`src/rtl/icache_direct_if.sv`:
```
// Ifetch lookup and memory refill signals of icache_direct, bundled as one interface.
// The slave modport is the cache's view; the master modport is the ifetch/memory side.
interface icache_direct_if #(
  parameter int ADDR_WIDTH = 32,
  parameter int INST_WIDTH = 32
);
  logic                  if_req_en;
  logic [ADDR_WIDTH-1:0] if_pc;
  logic                  if_inst_valid;
  logic [INST_WIDTH-1:0] if_inst;
  logic [ADDR_WIDTH-1:0] if_inst_pc;
  logic                  cache_busy;
  logic                  cache2mem_upd_en;
  logic [ADDR_WIDTH-1:0] cache2mem_PC;
  logic                  mem_rdy;
  logic [INST_WIDTH-1:0] mem2if_inst_out;

  modport slave (
    input  if_req_en, if_pc, mem_rdy, mem2if_inst_out,
    output if_inst_valid, if_inst, if_inst_pc, cache_busy,
           cache2mem_upd_en, cache2mem_PC
  );

  modport master (
    output if_req_en, if_pc, mem_rdy, mem2if_inst_out,
    input  if_inst_valid, if_inst, if_inst_pc, cache_busy,
           cache2mem_upd_en, cache2mem_PC
  );
endinterface

```
`src/rtl/icache_direct.sv`:
```
// Direct-mapped, halfword-indexed instruction cache with a single outstanding refill.
// Define ICACHE_STATS_EN to add the hit_cnt/miss_cnt lookup counters.
module icache_direct #(
  parameter int ADDR_WIDTH  = 32,
  parameter int INST_WIDTH  = 32,
  parameter int INDEX_WIDTH = 4
) (
  input  logic        clk,
  input  logic        rst_in_n,
  input  logic        rdy_in,
  input  logic        flush,
  icache_direct_if.slave bus
`ifdef ICACHE_STATS_EN
  ,
  output logic [31:0] hit_cnt,
  output logic [31:0] miss_cnt
`endif
);

  localparam int TAG_WIDTH = ADDR_WIDTH - INDEX_WIDTH - 1;
  localparam int LINES     = 1 << INDEX_WIDTH;

  typedef enum logic {
    IDLE,
    MISS
  } state_e;

  state_e                  state_q;
  logic [LINES-1:0]        valid_q;
  logic [TAG_WIDTH-1:0]    tag_q  [LINES];
  logic [INST_WIDTH-1:0]   data_q [LINES];

  logic                    upd_en_q;
  logic [ADDR_WIDTH-1:0]   mem_pc_q;
  logic                    busy_q;
  logic                    inst_valid_q;
  logic [INST_WIDTH-1:0]   inst_q;
  logic [ADDR_WIDTH-1:0]   inst_pc_q;

  logic [INDEX_WIDTH-1:0]  req_idx;
  logic [TAG_WIDTH-1:0]    req_tag;
  logic [INDEX_WIDTH-1:0]  fill_idx;
  logic [TAG_WIDTH-1:0]    fill_tag;
  logic                    lookup_hit;
  logic                    fill_we;

  assign req_idx  = bus.if_pc[INDEX_WIDTH:1];
  assign req_tag  = bus.if_pc[ADDR_WIDTH-1:INDEX_WIDTH+1];
  assign fill_idx = mem_pc_q[INDEX_WIDTH:1];
  assign fill_tag = mem_pc_q[ADDR_WIDTH-1:INDEX_WIDTH+1];

  assign lookup_hit = valid_q[req_idx] && (tag_q[req_idx] == req_tag);

  // A flush or a frozen pipeline abandons the refill data without touching the arrays.
  assign fill_we = rdy_in && !flush && (state_q == MISS) && bus.mem_rdy;

  always_ff @(posedge clk or negedge rst_in_n) begin
    if (!rst_in_n) begin
      state_q      <= IDLE;
      valid_q      <= '0;
      upd_en_q     <= 1'b0;
      mem_pc_q     <= '0;
      busy_q       <= 1'b0;
      inst_valid_q <= 1'b0;
      inst_q       <= '0;
      inst_pc_q    <= '0;
    end else if (rdy_in) begin
      if (flush) begin
        state_q      <= IDLE;
        upd_en_q     <= 1'b0;
        busy_q       <= 1'b0;
        inst_valid_q <= 1'b0;
      end else begin
        inst_valid_q <= 1'b0;
        unique case (state_q)
          IDLE: begin
            if (bus.if_req_en) begin
              if (lookup_hit) begin
                inst_valid_q <= 1'b1;
                inst_q       <= data_q[req_idx];
                inst_pc_q    <= bus.if_pc;
              end else begin
                mem_pc_q <= bus.if_pc;
                upd_en_q <= 1'b1;
                busy_q   <= 1'b1;
                state_q  <= MISS;
              end
            end
          end
          MISS: begin
            // Request stays up until mem_rdy; dropping it the next cycle stops a restart.
            if (bus.mem_rdy) begin
              valid_q[fill_idx] <= 1'b1;
              upd_en_q          <= 1'b0;
              busy_q            <= 1'b0;
              inst_valid_q      <= 1'b1;
              inst_q            <= bus.mem2if_inst_out;
              inst_pc_q         <= mem_pc_q;
              state_q           <= IDLE;
            end
          end
          default: state_q <= IDLE;
        endcase
      end
    end
  end

  // NOTE: tag/data arrays carry no reset; valid_q alone decides whether a line is usable,
  // so the arrays map onto plain RAM without a reset network.
  always_ff @(posedge clk) begin
    if (fill_we) begin
      tag_q[fill_idx]  <= fill_tag;
      data_q[fill_idx] <= bus.mem2if_inst_out;
    end
  end

  assign bus.if_inst_valid    = inst_valid_q;
  assign bus.if_inst          = inst_q;
  assign bus.if_inst_pc       = inst_pc_q;
  assign bus.cache_busy       = busy_q;
  assign bus.cache2mem_upd_en = upd_en_q;
  assign bus.cache2mem_PC     = mem_pc_q;

`ifdef ICACHE_STATS_EN
  logic        accept;
  logic [31:0] hit_cnt_q;
  logic [31:0] miss_cnt_q;

  assign accept = rdy_in && !flush && (state_q == IDLE) && bus.if_req_en;

  always_ff @(posedge clk or negedge rst_in_n) begin
    if (!rst_in_n) begin
      hit_cnt_q  <= '0;
      miss_cnt_q <= '0;
    end else if (accept) begin
      if (lookup_hit) hit_cnt_q  <= hit_cnt_q + 32'd1;
      else            miss_cnt_q <= miss_cnt_q + 32'd1;
    end
  end

  assign hit_cnt  = hit_cnt_q;
  assign miss_cnt = miss_cnt_q;
`endif

endmodule
```
`src/flat_wrapper.sv`:
```
// flat-port wrapper written by rule: the top's interface ports become plain ports
module icache_direct_flat 
#(
  parameter int ADDR_WIDTH  = 32,
  parameter int INST_WIDTH  = 32,
  parameter int INDEX_WIDTH = 4
)
  (clk, rst_in_n, rdy_in, flush, bus_if_req_en, bus_if_pc, bus_mem_rdy, bus_mem2if_inst_out, bus_if_inst_valid, bus_if_inst, bus_if_inst_pc, bus_cache_busy, bus_cache2mem_upd_en, bus_cache2mem_PC);
  icache_direct_if #(.ADDR_WIDTH(ADDR_WIDTH), .INST_WIDTH(INST_WIDTH)) bus_i ();
  input  logic clk;
  input  logic rst_in_n;
  input  logic rdy_in;
  input  logic flush;
  input wire logic [$bits(bus_i.if_req_en)-1:0] bus_if_req_en;
  input wire logic [$bits(bus_i.if_pc)-1:0] bus_if_pc;
  input wire logic [$bits(bus_i.mem_rdy)-1:0] bus_mem_rdy;
  input wire logic [$bits(bus_i.mem2if_inst_out)-1:0] bus_mem2if_inst_out;
  output wire logic [$bits(bus_i.if_inst_valid)-1:0] bus_if_inst_valid;
  output wire logic [$bits(bus_i.if_inst)-1:0] bus_if_inst;
  output wire logic [$bits(bus_i.if_inst_pc)-1:0] bus_if_inst_pc;
  output wire logic [$bits(bus_i.cache_busy)-1:0] bus_cache_busy;
  output wire logic [$bits(bus_i.cache2mem_upd_en)-1:0] bus_cache2mem_upd_en;
  output wire logic [$bits(bus_i.cache2mem_PC)-1:0] bus_cache2mem_PC;
  assign bus_i.if_req_en = bus_if_req_en;
  assign bus_i.if_pc = bus_if_pc;
  assign bus_i.mem_rdy = bus_mem_rdy;
  assign bus_i.mem2if_inst_out = bus_mem2if_inst_out;
  assign bus_if_inst_valid = bus_i.if_inst_valid;
  assign bus_if_inst = bus_i.if_inst;
  assign bus_if_inst_pc = bus_i.if_inst_pc;
  assign bus_cache_busy = bus_i.cache_busy;
  assign bus_cache2mem_upd_en = bus_i.cache2mem_upd_en;
  assign bus_cache2mem_PC = bus_i.cache2mem_PC;
  icache_direct #(.ADDR_WIDTH(ADDR_WIDTH), .INST_WIDTH(INST_WIDTH), .INDEX_WIDTH(INDEX_WIDTH)) u_core (.clk(clk), .rst_in_n(rst_in_n), .rdy_in(rdy_in), .flush(flush), .bus(bus_i));
endmodule
```
`config.mk`:
```
export PLATFORM = sky130hd
export DESIGN_NAME = icache_direct_flat
export DESIGN_NICKNAME = d
export VERILOG_FILES = /design/src/rtl/icache_direct_if.sv /design/src/rtl/icache_direct.sv /design/src/flat_wrapper.sv
export SDC_FILE = /design/constraint.sdc
export NUM_CORES = 1
export LEC_CHECK = 0
export ABC_AREA = 1
export CORE_MARGIN = 1
export CORE_UTILIZATION = 50
export CTS_CLUSTER_SIZE = 8
export DETAILED_ROUTE_END_ITERATION = 12
export PLACE_DENSITY_LB_ADDON = 0.25
export SYNTH_ARGS = -nofsm -noshare
export SYNTH_HDL_FRONTEND = slang
export SYNTH_SLANG_ARGS = --single-unit
```
`constraint.sdc`:
```
create_clock -name clk -period 9.6 [get_ports clk]
set_input_delay 0.96 -clock clk [delete_from_list [all_inputs] [get_ports clk]]
set_output_delay 0.96 -clock clk [all_outputs]
set_load 0.02 [all_outputs]
```
## Yosys cells after proc, flatten, opt, wreduce, memory -nomap -nowiden

Memory sizes are Yosys's and may differ from the RTL's.
Cells that the tools add are included.

| word-level totals | value |
|---|---|
| output and inout port bits | 99 |
| input bits | 70 |
| logic and storage cells | 62 |
| memories kept | 2 |
| RAM bits | 944 |
| flip-flop bits (word level) | 115 |

Memory list:

| memory | depth | width | rd ports | clocked after memory_dff | wr ports | line | source |
|---|---|---|---|---|---|---|---|
| u_core.data_q | 16 | 32 | 1 | 0 | 1 | icache_direct.sv:31 | `logic [INST_WIDTH-1:0] data_q [LINES];` |
| u_core.tag_q | 16 | 27 | 1 | 0 | 1 | icache_direct.sv:30 | `logic [TAG_WIDTH-1:0] tag_q [LINES];` |

| cells by class | value |
|---|---|
| eq/ne operators | 7 |
| muxes and demuxes | 29 |
| reductions and logical operators | 10 |
| order comparisons | 3 |
| bitwise logic cells | 4 |

Operators by type and width:

| operator | number |
|---|---|
| $mux W32 | 6 |
| $pmux W32 S2 | 2 |
| $eq A27 B27 Y1 | 1 |
| $mux W1 | 16 |
| $or A16 B16 Y16 | 1 |
| $lt A4 B5 Y1 const B | 2 |
| $reduce_and A5 Y1 | 2 |
| $ne A3 B3 Y1 const B | 3 |
| $reduce_and A4 Y1 | 2 |
| $pmux W1 S2 | 3 |
| $logic_and A1 B1 Y1 | 5 |
| $bmux W1 S4 | 1 |
| $demux W1 S4 | 1 |
| $ge A4 B1 Y1 const B | 1 |
| $ne A2 B2 Y1 const B | 2 |
| $not A1 Y1 | 3 |
| $ne A2 B1 Y1 const B | 1 |
| $logic_not A1 Y1 | 1 |

## Logic depth before layout (Yosys ltp)

| depth | value |
|---|---|
| depth after elaboration | 7 |
| gate-level depth with buffers | 21 |
| depth with buffers taken out | 18 |

## Least setup slack after synthesis

OpenSTA, ideal clock, no wires.

| path | value |
|---|---|
| path type | input -> register |
| from | in flush |
| to | mem u_core.data_q[0][0], enable pin |
| stages | 3 |
| data required time | 9.124 ns |
| arrival time | 4.303 ns |
| setup slack | 4.821 ns |
| setup time | 0.476 ns |
| path buffers | 0 |
| path through | nor4_1 -> nand3_1 -> nor2_1 |

| between the ends | value |
|---|---|
| longest elaborated chain between the ends | 6 |

RTL lines:

| what | line | source |
|---|---|---|
| start: declaration | flat_wrapper.sv:13 | `input logic flush;` |
| $logic_not A1 Y1 | icache_direct.sv:55 | `assign fill_we = rdy_in && !flush && (state_q == MISS) && bus.mem_rdy;` |
| $logic_and A1 B1 Y1 (3 in series) | icache_direct.sv:55 |  |
| $mux W1 | icache_direct.sv:111 | `if (fill_we) begin` |
| $mux W1 (not written as such) | icache_direct.sv:113 | `data_q[fill_idx] <= bus.mem2if_inst_out;` |
| end: declaration | icache_direct.sv:31 |  |

No other way between the ends.

## Worst setup path after layout

| path | value |
|---|---|
| from | in bus_if_pc[1] |
| to | reg u_core.mem_pc_q[5] (netlist: u_core.bus.cache2mem_PC[5]) |

| between the ends | value |
|---|---|
| longest elaborated chain between the ends | 5 |
| elaborated cells on any way between the ends | 7 |
| those cells by class | eq/ne: 1; mux: 2; bitwise: 1; reduce/logical: 2; memory: 1 |

RTL lines:

| what | line | source |
|---|---|---|
| start: declaration | flat_wrapper.sv:15 | `input wire logic [$bits(bus_i.if_pc)-1:0] bus_if_pc;` |
| $mem_v2 Z16 W27 / $bmux W1 S4 (equally long branches) | -- |  |
| $eq A27 B27 Y1 / $mux W1 (equally long branches) | icache_direct.sv:52 | `assign lookup_hit = valid_q[req_idx] && (tag_q[req_idx] == req_tag);` |
| $logic_and A1 B1 Y1 (*) | icache_direct.sv:52 |  |
| $not A1 Y1 (no line) (*) | -- |  |
| $reduce_and A5 Y1 (no line) (*) | -- |  |
| end signal: assignment | icache_direct.sv:83 | `mem_pc_q <= bus.if_pc;` |
| end: declaration | icache_direct.sv:34 | `logic [ADDR_WIDTH-1:0] mem_pc_q;` |

Every way passes the cells marked *; elsewhere a longest branch is shown, timed or not. The select of a mux whose other input is x is not followed.
A chain may end at the register's enable or synchronous reset.

==> run metrics <==
site row count 108; DRC Markers 0; critical-path maximum fanout 223; Synth Cell Area 43,800 µm²; Pwr Density 230.2 nW/µm²; CTS max path bufs 3; area leader, netlist edfxtp_1; DR vias 30,812; top-area cell type share of the netlist area 0.6472; filler instances 6,993; Multi-input gate area 10,640 µm²; Cells after Synth 3,900; antenna viol nets, final 0; Tcrit/Tclk final 0.5746; Pleak 0.01906 µW; Max Cap Viol 0; routed wire length 124,600 µm; die area 88,790 µm²; H-tree depth 4; final std cells w/o fill 5,296; Syn-to-layout area delta 15.75%; hold crit path type primary input to asynchronous set/reset pin; delay-heaviest family, CP buffers and inverters; Distinct cells, synth 27; worst slew pin tran 1.291 ns; first-pass GRT wire length 185,700 µm; CP startpoint kind primary input; # placed instances 5,028; largest net degree at the start of global routing 224; Slowest cell on crit path buf_4; crit-path cells buf_8, buf_12, buf_4, nor2_1, nor2_1, o21ai_0, nand3_1, nand3_1, nand3_1, nand2_1, nand2_1, nor2_1, nand3_1, nor2_2, inv_2, nand2_2, nand2_1, nand2_1; RSZ-0062 raised after global routing no; Starting Density 0.5049; Hold Violations, Final 0; share of cells above drive strength 1 0.06306; WHS 0.2133 ns; # hold bufs at CTS 0; CTS tree built; Routed WL per cell 23.52 µm; Final setup viols 0; CTS Sinks 1,059; Setup TNS 0 ns; top post-synthesis cells by area edfxtp_1 (65%), nand2_1 (7.8%), dfrtp_1 (6.6%), nand3_1 (5.3%), o21ai_0 (4.3%); cts bufs inserted 150; top cells by count, synth edfxtp_1 (944), nand2_1 (910), nand3_1 (466), o21ai_0 (374), nor2_1 (373); EDFF count, synth 944; outcome finished, final reports clean; CTS Root Buffer Type clkbuf_16; Mapped Nets 3,970; GRT Overall Usage 0.2793; critical path required time 10.20 ns; top-count cell post-synth edfxtp_1; f_max 181.3 MHz; Routability Congestion 0.8681; remaining global-route overflow 0; DP Area 46,340 µm²; number of port buffers 168; sequential area share after synthesis 0.7129; Initial DRC Count 3,963; Final Cell Area 50,700 µm²; CP Data Arrival Time 6.11 ns; die height 298.0 µm; minimum clock period 5.516 ns; asr flop ratio synth 0.1086; via count of the first global-routing pass 29,312; initial antenna violation count 3; Clk pin slew, worst setup/hold paths 0.05 ns; TritonRoute pass-1 iters 8; Mean Syn Cell Area 11.23 µm²; Final Max Slew Viols 0; normalized max-slew margin 0.1372; Primary FF master, synth edfxtp_1; Final nets 4,095; post-CTS setup buffers 0; CP Buf/Inv Count 4; hpwl dp 62,880 µm; worst stage delay on the critical path 0.89 ns; Core ar. 86,750 µm²; CP Class primary input to register; Ports 169; Worst IR Drop VDD 0.0001972 V; clk_lat worst skew 0.73 ns; #FFs+latches synth 1,059; width of the die 298.0 µm; FF+latch area 31,230 µm²; Ys Warns 0; post-cts resize count 0; vias per std cell 5.818; CP endpoint kind register; clock skew 0.02262 ns
## sequential cells by signal (all words and copies together) (netlist names)
| signal | flops |
|---|---|
| u_core.bus.cache2mem_PC | 32 |
| u_core.bus.cache2mem_upd_en | 1 |
| u_core.bus.if_inst | 32 |
| u_core.bus.if_inst_pc | 32 |
| u_core.bus.if_inst_valid | 1 |
| u_core.data_q | 512 |
| u_core.state_q | 1 |
| u_core.tag_q | 432 |
| u_core.valid_q | 16 |
## worst reg2reg max path, delay by kind of cell, from the launching register on
kind | cells | cell delay (ns)
buffers and inverters | 3 | 1.44
flip-flops | 1 | 0.36
AND/OR/NAND/NOR | 3 | 1.83
## final cells by class
class,instances,share of cell area
flip-flops and latches,1059,0.6159
inverters,249,0.01878
well taps,1155,0.02850
repair buffers,216,0.04084
clock buffers,255,0.08307
clock inverters,11,0.002912
diodes,2,0.00009871
multi-input cells,2349,0.2099
## path summary, 6_finish.rpt
path | start | end | slack, ns | depth (start not counted)
setup / recovery | bus_if_pc[1] | u_core.bus.cache2mem_PC[5]$_DFFE_PN0P_ | 4.08 | 18
hold / removal | rst_in_n | u_core.bus.if_inst_pc[29]$_DFFE_PN0P_ | 0.21 | 1
setup reg to reg | u_core.state_q$_DFFE_PN0P_ | u_core.tag_q[12][8]$_DFFE_PP_ | 5.51 | 6
hold reg to reg | u_core.valid_q[13]$_DFFE_PN0P_ | u_core.valid_q[13]$_DFFE_PN0P_ | 0.46 | 2
max in group asynchronous | rst_in_n | u_core.bus.if_inst[16]$_DFFE_PN0P_ | 7.85 | 2
min in group clk | u_core.valid_q[13]$_DFFE_PN0P_ | u_core.valid_q[13]$_DFFE_PN0P_ | 0.46 | 2
## per-layer routing
layer	global-route usage	vias to the layer above	part of all wire
li1	-	13813	-
met1	0.3972	15091	0.41
met2	0.4316	1628	0.46
met3	0.04456	278	0.092
met4	0.1128	2	0.034
met5	0	-	0.000096
## metrics by stage
step | setup WS (ns) | util | power (µW)
2_1_floorplan | 4.821 | - | 6171
3_3_place_gp | 3.612 | 0.5341 | 6830
3_5_place_dp | 3.542 | 0.5341 | 6842
4_1_cts | 4.233 | 0.5844 | 11710
5_1_grt | 3.781 | 0.5844 | 12010
6_report | 4.084 | 0.5844 | 11670
## kinds of logic (layout without fill, tap and decap cells)
logic type	count (synthesis)	count (layout)	share of synthesized area
other cells	0	2	0
flops	1059	1059	0.7129
compound gates	578	578	0.07290
simple gates	1771	1771	0.1664
buf+inv	492	731	0.04785
## power by group
part	switching, µW	total (µW)	leakage (µW)	internal, µW
Combinational	804	1250	0.00706	444
Sequential	225	5520	0.00993	5300
Clock	1910	4900	0.00207	2980
## layout by cell type, fill, tap and decap left out, types with 4 or more instances in the layout
master / synthesis / final
nor2_4: 0 / 19
nand3_1: 466 / 466
clkinv_8: 0 / 4
o211ai_1: 8 / 8
inv_1: 243 / 242
clkdlybuf4s50_1: 0 / 163
a31oi_1: 32 / 32
o22ai_1: 96 / 96
buf_4: 19 / 46
clkbuf_16: 0 / 153
inv_6: 0 / 6
nand2_1: 910 / 909
o21ai_1: 28 / 28
dfrtp_1: 115 / 114
nor2_1: 373 / 354
a21oi_1: 8 / 8
o21ai_0: 374 / 374
or2_2: 13 / 13
o221ai_1: 32 / 32
clkbuf_1: 134 / 102
edfxtp_1: 944 / 944
Note: power is estimated with default switching activity, not from simulation.
